--- src/rtl/bus_arbiter_8x1_pkg.sv ---
// Shared definitions for the 8-requester round-robin bus arbiter:
// requester count, select width, FSM state encoding and the rotating pick.
package bus_arbiter_8x1_pkg;

    localparam int N_REQ = 8;
    localparam int SEL_W = 3;

    typedef enum logic {
        ST_IDLE  = 1'b0,
        ST_GRANT = 1'b1
    } state_t;

    // Result of one arbitration: whether anyone asked, and who won.
    typedef struct packed {
        logic             valid;
        logic [SEL_W-1:0] idx;
    } pick_t;

    // Round-robin pick: the first set bit of req searching upward from ptr,
    // wrapping from N_REQ-1 to 0. The request vector is rotated so that ptr
    // lands on bit 0; a priority encode then gives the offset from ptr.
    function automatic pick_t rr_pick(input logic [N_REQ-1:0] req,
                                      input logic [SEL_W-1:0] ptr);
        logic [2*N_REQ-1:0] dbl;
        logic [N_REQ-1:0]   rot;
        pick_t              res;
        dbl       = {req, req} >> ptr;
        rot       = dbl[N_REQ-1:0];
        res.valid = |req;
        res.idx   = '0;
        // Scan from the top down so the lowest rotated offset wins.
        for (int k = N_REQ - 1; k >= 0; k--) begin
            if (rot[k]) begin
                res.idx = ptr + SEL_W'(k);
            end
        end
        return res;
    endfunction

endpackage

--- src/rtl/bus_arbiter_8x1_mux.sv ---
// Plain 8:1 mux of 32-bit words; purely combinational, no gating.
module MUX32_8x1
    import bus_arbiter_8x1_pkg::*;
(
    input  logic [31:0]      i_d0,
    input  logic [31:0]      i_d1,
    input  logic [31:0]      i_d2,
    input  logic [31:0]      i_d3,
    input  logic [31:0]      i_d4,
    input  logic [31:0]      i_d5,
    input  logic [31:0]      i_d6,
    input  logic [31:0]      i_d7,
    input  logic [SEL_W-1:0] i_sel,
    output logic [31:0]      o_y
);

    // Steer the selected word to the output.
    always_comb begin
        case (i_sel)
            3'd0:    o_y = i_d0;
            3'd1:    o_y = i_d1;
            3'd2:    o_y = i_d2;
            3'd3:    o_y = i_d3;
            3'd4:    o_y = i_d4;
            3'd5:    o_y = i_d5;
            3'd6:    o_y = i_d6;
            default: o_y = i_d7;
        endcase
    end

endmodule

--- src/rtl/bus_arbiter_8x1.sv ---
// Round-robin arbiter sharing one 32-bit bus among 8 requesters. Grants are
// registered one-hot, tenures are capped at HOLD_MAX beats, and the owner's
// word is steered onto Y through MUX32_8x1 with VALID gating applied here.
module bus_arbiter_8x1
    import bus_arbiter_8x1_pkg::*;
#(
    parameter int HOLD_MAX   = 4,
    parameter int DATA_WIDTH = 32
) (
    input  logic                  CLK,
    input  logic                  RST,
    input  logic [N_REQ-1:0]      REQ,
    input  logic [N_REQ-1:0]      LAST,
    input  logic [DATA_WIDTH-1:0] I0,
    input  logic [DATA_WIDTH-1:0] I1,
    input  logic [DATA_WIDTH-1:0] I2,
    input  logic [DATA_WIDTH-1:0] I3,
    input  logic [DATA_WIDTH-1:0] I4,
    input  logic [DATA_WIDTH-1:0] I5,
    input  logic [DATA_WIDTH-1:0] I6,
    input  logic [DATA_WIDTH-1:0] I7,
    output logic [N_REQ-1:0]      GNT,
    output logic [SEL_W-1:0]      SEL,
    output logic                  VALID,
    output logic [DATA_WIDTH-1:0] Y,
    output logic                  BUSY
);

    // Beat count at which the current tenure has used its last allowed beat.
    localparam logic [7:0] CAP_BEAT = 8'(HOLD_MAX - 1);

    state_t           r_state, w_state_next;
    logic [N_REQ-1:0] r_gnt,   w_gnt_next;
    logic [SEL_W-1:0] r_sel,   w_sel_next;
    logic [SEL_W-1:0] r_ptr,   w_ptr_next;
    logic [7:0]       r_cnt,   w_cnt_next;
    logic             r_valid, w_valid_next;
    logic             r_busy,  w_busy_next;

    logic             w_own_req;
    logic             w_own_last;
    logic             w_at_cap;
    logic             w_release;
    logic             w_cap_only;
    logic [N_REQ-1:0] w_arb_req;
    logic [SEL_W-1:0] w_arb_ptr;
    pick_t            w_pick;
    logic [31:0]      w_mux_y;

    // Decide whether the current owner gives up the bus at this edge, and
    // form the request set / start pointer for the arbitration that follows.
    always_comb begin
        w_own_req  = REQ[r_sel];
        w_own_last = LAST[r_sel];
        w_at_cap   = (r_cnt == CAP_BEAT);
        w_release  = !w_own_req || w_own_last || w_at_cap;
        // Only a cap-forced release lets the owner compete again.
        w_cap_only = w_at_cap && w_own_req && !w_own_last;
        if (r_state == ST_GRANT) begin
            w_arb_ptr = r_sel + 1'b1;
            w_arb_req = w_cap_only ? REQ : (REQ & ~(N_REQ'(1) << r_sel));
        end else begin
            w_arb_ptr = r_ptr;
            w_arb_req = REQ;
        end
        w_pick = rr_pick(w_arb_req, w_arb_ptr);
    end

    // Next-state and registered-output logic for the IDLE/GRANT FSM.
    always_comb begin
        // NOTE: every signal gets a default first so no path can infer a latch.
        w_state_next = r_state;
        w_gnt_next   = r_gnt;
        w_sel_next   = r_sel;
        w_ptr_next   = r_ptr;
        w_cnt_next   = r_cnt;
        w_valid_next = r_valid;
        w_busy_next  = r_busy;
        case (r_state)
            ST_IDLE: begin
                if (w_pick.valid) begin
                    w_state_next = ST_GRANT;
                    w_gnt_next   = N_REQ'(1) << w_pick.idx;
                    w_sel_next   = w_pick.idx;
                    w_cnt_next   = '0;
                    w_valid_next = 1'b1;
                    w_busy_next  = 1'b1;
                end else begin
                    w_gnt_next   = '0;
                    w_valid_next = 1'b0;
                    w_busy_next  = 1'b0;
                end
            end
            ST_GRANT: begin
                if (!w_release) begin
                    w_cnt_next = r_cnt + 8'd1;
                end else begin
                    w_ptr_next = w_arb_ptr;
                    w_cnt_next = '0;
                    if (w_pick.valid) begin
                        w_gnt_next = N_REQ'(1) << w_pick.idx;
                        w_sel_next = w_pick.idx;
                    end else begin
                        w_state_next = ST_IDLE;
                        w_gnt_next   = '0;
                        w_valid_next = 1'b0;
                        w_busy_next  = 1'b0;
                    end
                end
            end
            default: begin
                w_state_next = ST_IDLE;
                w_gnt_next   = '0;
                w_valid_next = 1'b0;
                w_busy_next  = 1'b0;
            end
        endcase
    end

    // State register with synchronous reset that drops any tenure in flight.
    always_ff @(posedge CLK) begin
        // NOTE: non-blocking assignments keep every register sampling pre-edge values.
        if (RST) begin
            r_state <= ST_IDLE;
            r_gnt   <= '0;
            r_sel   <= '0;
            r_ptr   <= '0;
            r_cnt   <= '0;
            r_valid <= 1'b0;
            r_busy  <= 1'b0;
        end else begin
            r_state <= w_state_next;
            r_gnt   <= w_gnt_next;
            r_sel   <= w_sel_next;
            r_ptr   <= w_ptr_next;
            r_cnt   <= w_cnt_next;
            r_valid <= w_valid_next;
            r_busy  <= w_busy_next;
        end
    end

    MUX32_8x1 u_mux (
        .i_d0  (I0),
        .i_d1  (I1),
        .i_d2  (I2),
        .i_d3  (I3),
        .i_d4  (I4),
        .i_d5  (I5),
        .i_d6  (I6),
        .i_d7  (I7),
        .i_sel (r_sel),
        .o_y   (w_mux_y)
    );

    assign GNT   = r_gnt;
    assign SEL   = r_sel;
    assign VALID = r_valid;
    assign BUSY  = r_busy;
    // SEL holds its last value while idle, so the word must be gated off.
    assign Y     = r_valid ? w_mux_y : '0;

endmodule

--- config.mk ---
export PLATFORM = sky130hd
export DESIGN_NAME = bus_arbiter_8x1
export DESIGN_NICKNAME = d
export VERILOG_FILES = /design/src/rtl/bus_arbiter_8x1_pkg.sv /design/src/rtl/bus_arbiter_8x1_mux.sv /design/src/rtl/bus_arbiter_8x1.sv
export SDC_FILE = /design/constraint.sdc
export NUM_CORES = 1
export LEC_CHECK = 0
export ABC_AREA = 0
export ABC_CLOCK_PERIOD_IN_PS = 7100
export CAP_MARGIN = 25
export CORE_AREA = 5 5 120 122
export CTS_CLUSTER_SIZE = 14
export DETAILED_ROUTE_END_ITERATION = 12
export DIE_AREA = 0 0 125 127
export PLACE_DENSITY = 0.84
export SETUP_SLACK_MARGIN = 0.02
export SLEW_MARGIN = 30
export SYNTH_ARGS = -nofsm -noshare
export SYNTH_HDL_FRONTEND = slang
export SYNTH_SLANG_ARGS = --single-unit
--- constraint.sdc ---
create_clock -name CLK -period 7.1 [get_ports CLK]
set_clock_uncertainty 0.1 [all_clocks]
set_input_delay 1.065 -clock CLK [delete_from_list [all_inputs] [get_ports CLK]]
set_output_delay 1.065 -clock CLK [all_outputs]
set_load 0.005 [all_outputs]
==> metrics.txt, run 1 <==
peak supply drop 224 uV; H-tree Lvls 1; grt ovf 0; Netlist Area Pre-Place 0.00444 mm2; final wirelength 26200 um; Slowest Stage Delay on Critical Path roughly 650 ps; ratio of cells with drive above 1 in the final layout under 10%; R2R Path End GNT[5]; Comb power frac a little over four fifths; die width about 130 um; Setup TNS 0 ps; clock net sink count 24; Starting Density between 30% and 40%; worst reg-to-reg path cell count 13; unrepaired setup endpoints after global routing no; clock buffer depth 2; Seq/Total Area, Yosys about 11%; Hold Buf Count CTS 0; DP HPWL between 20000 and 25000 um; GR Util met2 between 50% and 60%; worst slew pin tran around 920 ps; NumNets Final 1157; FFs w/ async S/R, synth 0%; Clk network pwr share under 10%; Post-Route Utilization roughly three fifths; commonest cells after routing, fill and taps aside 318 x clkdlybuf4s50_1, 60 x a222oi_1, 57 x nand2_1; routability congestion estimate approximately 0.96; # rows 42; Total GRT Usage a little under a third; Critical Path End Y[1]; Placement Setup Slack around 2200 ps; pin count of the biggest net entering global routing 68; area growth from synthesis to layout 76.0%; status finished clean; grt met3 use roughly 4.7%; most common cell after layout, fill and taps aside clkdlybuf4s50_1; CP Capture Type output pin; Core ar. between 0.01 and 0.015 mm2; Req. time, crit path 5930 ps; syn_nets between 800 and 900; nature of the critical path startpoint flop; Syn Inst Count 599; Top FF cell, synth dfxtp_1; first-pass GRT wire length 38100 um; initial antenna violation count 6; setup bufs post-CTS 0; Synth Area per Inst ~7.4 um2; post-synthesis cell type count 72; filler cell count approximately 1.2k; Clock Pin Slew Worst Setup and Hold Paths roughly 60 ps; Ys Warns 0; Hold Path Class flop to flop; root buf cell clkbuf_16; DR vias/cell approximately 6.2; source of the critical timing path SEL[1]; FF+latch count, synth 24; final hold violations 0; post-CTS sizing 0; initial detailed-routing violation count roughly 1.1k; Net Switching roughly 1.1 mW; Leakage about 2.8 nW; final slew viol count 0; PortBufs 318; CP Max Fanout 32; Top Usage Layer GRT met2; register area between 400 and 500 um2; Detailed Routing Iterations Pass 1 11; num ports about 320; total CTS buffers 3; Final Critical Period about 4700 ps; final critical-path setup slack 2370 ps; slew margin rel. 37.7%; Sw Share 50.6%; Reg-to-Reg Start SEL[1]; drt wl/cell about 25 um; Worst path slowest cell clkdlybuf4s50_1; vias in the first global route ~6.3k; Crit Path Category flop to output pin; critical path arrival approximately 3600 ps; pwr dens 272 mW/mm2; via count 6576; crit share post-route between 60 and 70%; met1 Use GR a little under two fifths; Max Cap Viol 0; maximum clock frequency ~210 MHz; cell internal pwr roughly 1.0 mW; Die Span Y roughly 130 um; footprint of the multi-input gates 0.00371 mm2; Design Power about 2.1 mW; CTS tree built; hold slack roughly 380 ps; area of the die around 0.016 mm2; Post-synth EDFFs 0; crit-path cells inv_1 -> ha_2 -> buf_4 -> nor4_4 -> buf_4 -> a22oi_1 -> a21boi_0 -> clkdlybuf4s50_1; CP most frequent cell buf_4; Routed Antenna Nets 0; Flop pwr share 9.3%; worst reg2reg setup slack approximately 2700 ps; Final setup viols 0; detailed-route DRC error count 0; worst skew pair latency about 260 ps
-- sequential cells by signal, summed over array words and instances, names as in the netlist --
register / cells
r_ptr: 3
r_cnt: 8
GNT: 8
SEL: 3
BUSY: 1
r_state: 1
-- per-layer routing --
metal | wire length (um) | up-vias
met5 | 0 | -
met4 | 1480 | 0
met3 | 2200 | 74
met2 | 12700 | 419
met1 | 9810 | 3099
li1 | - | 2984
-- power by group through the flow --
stage | combinational [mW] | sequential, mW | clock (mW)
finish | 1.79 | 0.198 | 0.133
global route | 1.91 | 0.203 | 0.139
CTS | 1.76 | 0.197 | 0.135
detailed placement | 1.75 | 0.199 | 0
global placement | 1.75 | 0.198 | 0
floorplan | 1.08 | 0.192 | 0
-- Yosys cell counts (3+ instances only) --
master | number | area, um2
a211o_1 | 3 | 26.3
a211oi_1 | 6 | 45.0
a21boi_0 | 13 | 97.6
a21o_1 | 4 | 30.0
a21oi_1 | 29 | 145
a221oi_1 | 14 | 123
a222oi_1 | 60 | 601
a22oi_1 | 17 | 128
a311oi_1 | 3 | 26.3
a31oi_1 | 7 | 43.8
a32o_1 | 4 | 40.0
and2_1 | 7 | 43.8
and3_1 | 6 | 37.5
and4_1 | 3 | 26.3
buf_1 | 12 | 45.0
buf_2 | 6 | 30.0
clkbuf_1 | 37 | 139
dfxtp_1 | 24 | 480
ha_1 | 9 | 113
inv_1 | 9 | 33.8
mux2_2 | 35 | 394
mux2i_1 | 11 | 110
mux4_2 | 3 | 67.6
nand2_1 | 57 | 214
nand2b_1 | 13 | 81.3
nand3_1 | 13 | 65.1
nand4_1 | 6 | 37.5
nor2_1 | 45 | 169
nor2b_1 | 31 | 194
nor3_1 | 6 | 30.0
nor3b_1 | 5 | 37.5
nor4_1 | 6 | 37.5
o211ai_1 | 8 | 60.1
o21ai_0 | 25 | 125
o221ai_1 | 4 | 35.0
o22ai_1 | 3 | 18.8
o311ai_1 | 3 | 26.3
o31ai_1 | 6 | 45.0
or2_2 | 4 | 25.0
-- per-stage QoR --
step	cells	cell area, um2
after floorplan	599	4440
after global placement	1045	7690
after detailed placement	1045	7700
after CTS	1049	7780
after global routing	1055	7810
final	1055	7810
-- critical path, delay by kind of cell, from the launching register on --
kind	cells	cell delay, ps
and+or+nand+nor	1	610
buffers and inverters	4	1510
adders and majority gates	1	410
AOI/OAI and AO/OA	2	320
DFF	1	420
-- layout make-up --
class / instances / area share (%)
antenna: 6 / 0.192
clock buffer: 4 / 1.14
inverter: 11 / 0.529
multi-input combinational: 507 / 47.5
sequential: 24 / 6.18
tap: 176 / 2.82
timing repair buffer: 327 / 41.6
-- cells by family after synthesis --
family	synth area share, %
AND/OR/NAND/NOR	25.9
AO/OA/AOI/OAI	41.4
adder cells (fa/ha/maj)	2.54
multiplexers	13.2
flip-flops	10.8
buffers and inverters	6.17
-- worst min path at each step --
| stage | startpoint | slack (ps) | cells past startpoint | endpoint |
|---|---|---|---|---|
| 2_1_floorplan | GNT[2] | 350 | 2 | GNT[2] |
| 3_3_place_gp | GNT[3] | 360 | 2 | GNT[3] |
| 3_5_place_dp | GNT[3] | 360 | 2 | GNT[3] |
| 4_1_cts | GNT[2] | 380 | 2 | GNT[2] |
| 5_1_grt | GNT[0] | 400 | 1 | GNT[0] |
| 6_report | GNT[2] | 380 | 2 | GNT[2] |
Power figures use the tool's default switching activity.
==> run 2: changes to the inputs <==
ABC_CLOCK_PERIOD_IN_PS = 4350   (was 7100)
CORE_AREA = default   (was 5 5 120 122)
CORE_MARGIN = 5   (was default)
CORE_UTILIZATION = 33   (was default)
DIE_AREA = default   (was 0 0 125 127)
PLACE_DENSITY = 0.85   (was 0.84)
clock period = 4.35 ns   (was 7.1 ns; I/O delays follow)
==> metrics.txt, run 2 (synthesized netlist as in run 1, its figures left out) <==
routability congestion estimate 0.966 (was 0.956); filler cell count 1200 (was 1190); clock net sink count 24 (unchanged); source of the critical timing path REQ[0] (was SEL[1]); Detailed Routing Iterations Pass 1 6 (was 11); slew margin rel. 46.8% (was 37.7%); Worst path slowest cell mux4_2 (was clkdlybuf4s50_1); most common cell after layout, fill and taps aside clkdlybuf4s50_1 (unchanged); DR vias/cell 6.08 (was 6.23); Final Cell Area 0.00796 mm2 (was 0.00781 mm2); Final setup viols 0 (unchanged); num ports 319 (unchanged); critical path arrival 4070 ps (was 3570 ps); Clk network pwr share 7.2% (was 6.2%); footprint of the multi-input gates 0.00370 mm2 (was 0.00371 mm2); CP Capture Type flop (was output pin); area growth from synthesis to layout 79.4% (was 76.0%); peak supply drop 324 uV (was 224 uV); Comb power frac 84.4% (about the same); Crit Path Category primary input to flop (was flop to output pin); final hold violations 0 (unchanged); worst skew pair latency 260 ps (about the same); initial detailed-routing violation count 890 (was 1071); worst slew pin tran 796 ps (was 920 ps); register area 482 um2 (was 483 um2); CP most frequent cell o21ai_1 (was buf_4); drt wl/cell 24.2 um (was 24.8 um); area of the die 0.0159 mm2 (about the same); commonest cells after routing, fill and taps aside 318 x clkdlybuf4s50_1, 60 x a222oi_1, 57 x nand2_1 (unchanged); Reg-to-Reg Start SEL[0] (was SEL[1]); PortBufs 318 (unchanged); Starting Density 33.6% (was 33.9%); die width 126 um (was 125 um); Hold Path Class flop to flop (unchanged); first-pass GRT wire length 38700 um (was 38100 um); initial antenna violation count 1 (was 6); NumNets Final 1179 (was 1157); Setup TNS 0 ps (unchanged); cell internal pwr 1.83 mW (was 1.05 mW); Final Critical Period between 4000 and 5000 ps; # rows 42 (unchanged); unrepaired setup endpoints after global routing no (unchanged); Req. time, crit path 4390 ps (was 5930 ps); final cell count without fillers 1071 (was 1055); via count 6512 (was 6576); total CTS buffers 3 (unchanged); Placed Instances 1067 (was 1045); pwr dens 461 mW/mm2 (was 272 mW/mm2); Core ar. 0.0132 mm2 (was 0.0131 mm2); crit share post-route about 93%; CP Max Fanout 10 (was 32); CTS tree built (unchanged); clock buffer depth 2 (unchanged); DP HPWL 21100 um (was 20800 um); Routed Antenna Nets 0 (unchanged); maximum clock frequency ~250 MHz; root buf cell clkbuf_16 (unchanged); Sw Share 50.0% (was 50.6%); vias in the first global route 6281 (was 6305); Flop pwr share 8.4% (was 9.3%); nature of the critical path startpoint primary input (was flop); setup bufs post-CTS 0 (unchanged); Net Switching 1.83 mW (was 1.07 mW); H-tree Lvls 1 (unchanged); status finished clean (unchanged); Leakage 2.96 nW (was 2.85 nW); grt ovf 0 (unchanged); WP buf/inv 1 (was 4); post-CTS sizing 0 (unchanged); final slew viol count 0 (unchanged); crit-path cells clkdlybuf4s50_1 -> nand2b_1 -> mux4_2 -> o311ai_4 -> o21ai_2 -> a211o_1 -> a221oi_1 -> o21ai_1 -> a311o_1 -> o21ai_1 -> o31ai_1 (was inv_1 -> ha_2 -> buf_4 -> nor4_4 -> buf_4 -> a22oi_1 -> a21boi_0 -> clkdlybuf4s50_1); Worst Hold Launch GNT[3] (was GNT[2]); Antenna diodes 0 (was 6); detailed-route DRC error count 0 (unchanged); Design Power 3.67 mW (was 2.12 mW); ratio of cells with drive above 1 in the final layout 10.9% (was 8.93%); Post-DP Area 0.00786 mm2 (was 0.00770 mm2); Max Cap Viol 0 (unchanged); Clock Pin Slew Worst Setup and Hold Paths 60 ps (about the same); delay-heaviest family, CP compound AO/OA/AOI/OAI gates (was buffers and inverters); final wirelength 25900 um (was 26200 um); Slowest Stage Delay on Critical Path 610 ps (was 650 ps); Die Span Y 126 um (was 127 um); Total GRT Usage 30.5% (was 30.3%); pin count of the biggest net entering global routing 47 (was 68); Hold Buf Count CTS 0 (unchanged)
-- run 2: worst paths after layout --
check                           endpoint  slack, ps  cells after the start
worst max register to register    GNT[7]        470                     11
worst min-delay path              GNT[3]        380                      2
worst min register to register    GNT[3]        380                      2
worst max-delay path              GNT[7]        320                     11
-- run 2: worst min-delay path, cell delays in order, from the launching register on --
cell and delay (ps):
dfxtp_1 320, nand2_1 50, o31ai_1 50
-- run 2: stage by stage --
stage | hold slack (ps) | worst slack, ps | util, %
detailed placement | 356 | 117 | 59.6
finish | 375 | 316 | 60.4
floorplan | 349 | 875 | -
global placement | 363 | 222 | 59.6
global route | 398 | 97.2 | 60.4
CTS | 373 | 388 | 60.4
-- run 2: power groups by stage --
| stage | logic (mW) | registers, mW | clock network [mW] |
|---|---|---|---|
| after floorplan | 1.76 | 0.313 | 0 |
| after global placement | 3.03 | 0.309 | 0 |
| after detailed placement | 3.03 | 0.308 | 0 |
| after CTS | 3.04 | 0.305 | 0.264 |
| after global routing | 3.31 | 0.312 | 0.274 |
| final | 3.10 | 0.306 | 0.265 |
-- run 2: final cells by class --
cell class | instances | area share, %
Clock buffer | 3 | 0.943
Sequential cell | 24 | 6.05
Inverter | 11 | 0.519
Multi-Input combinational cell | 507 | 46.4
Tap cell | 176 | 2.77
Clock inverter | 1 | 0.377
Timing Repair Buffer | 349 | 42.9
-- run 2: layer usage --
| metal | global-route usage [%] | part of all wire [%] |
|---|---|---|
| met5 | 0 | 0.050 |
| met3 | 8.72 | 11 |
| met4 | 4.61 | 1.5 |
| met1 | 43.2 | 44 |
| met2 | 47.0 | 44 |
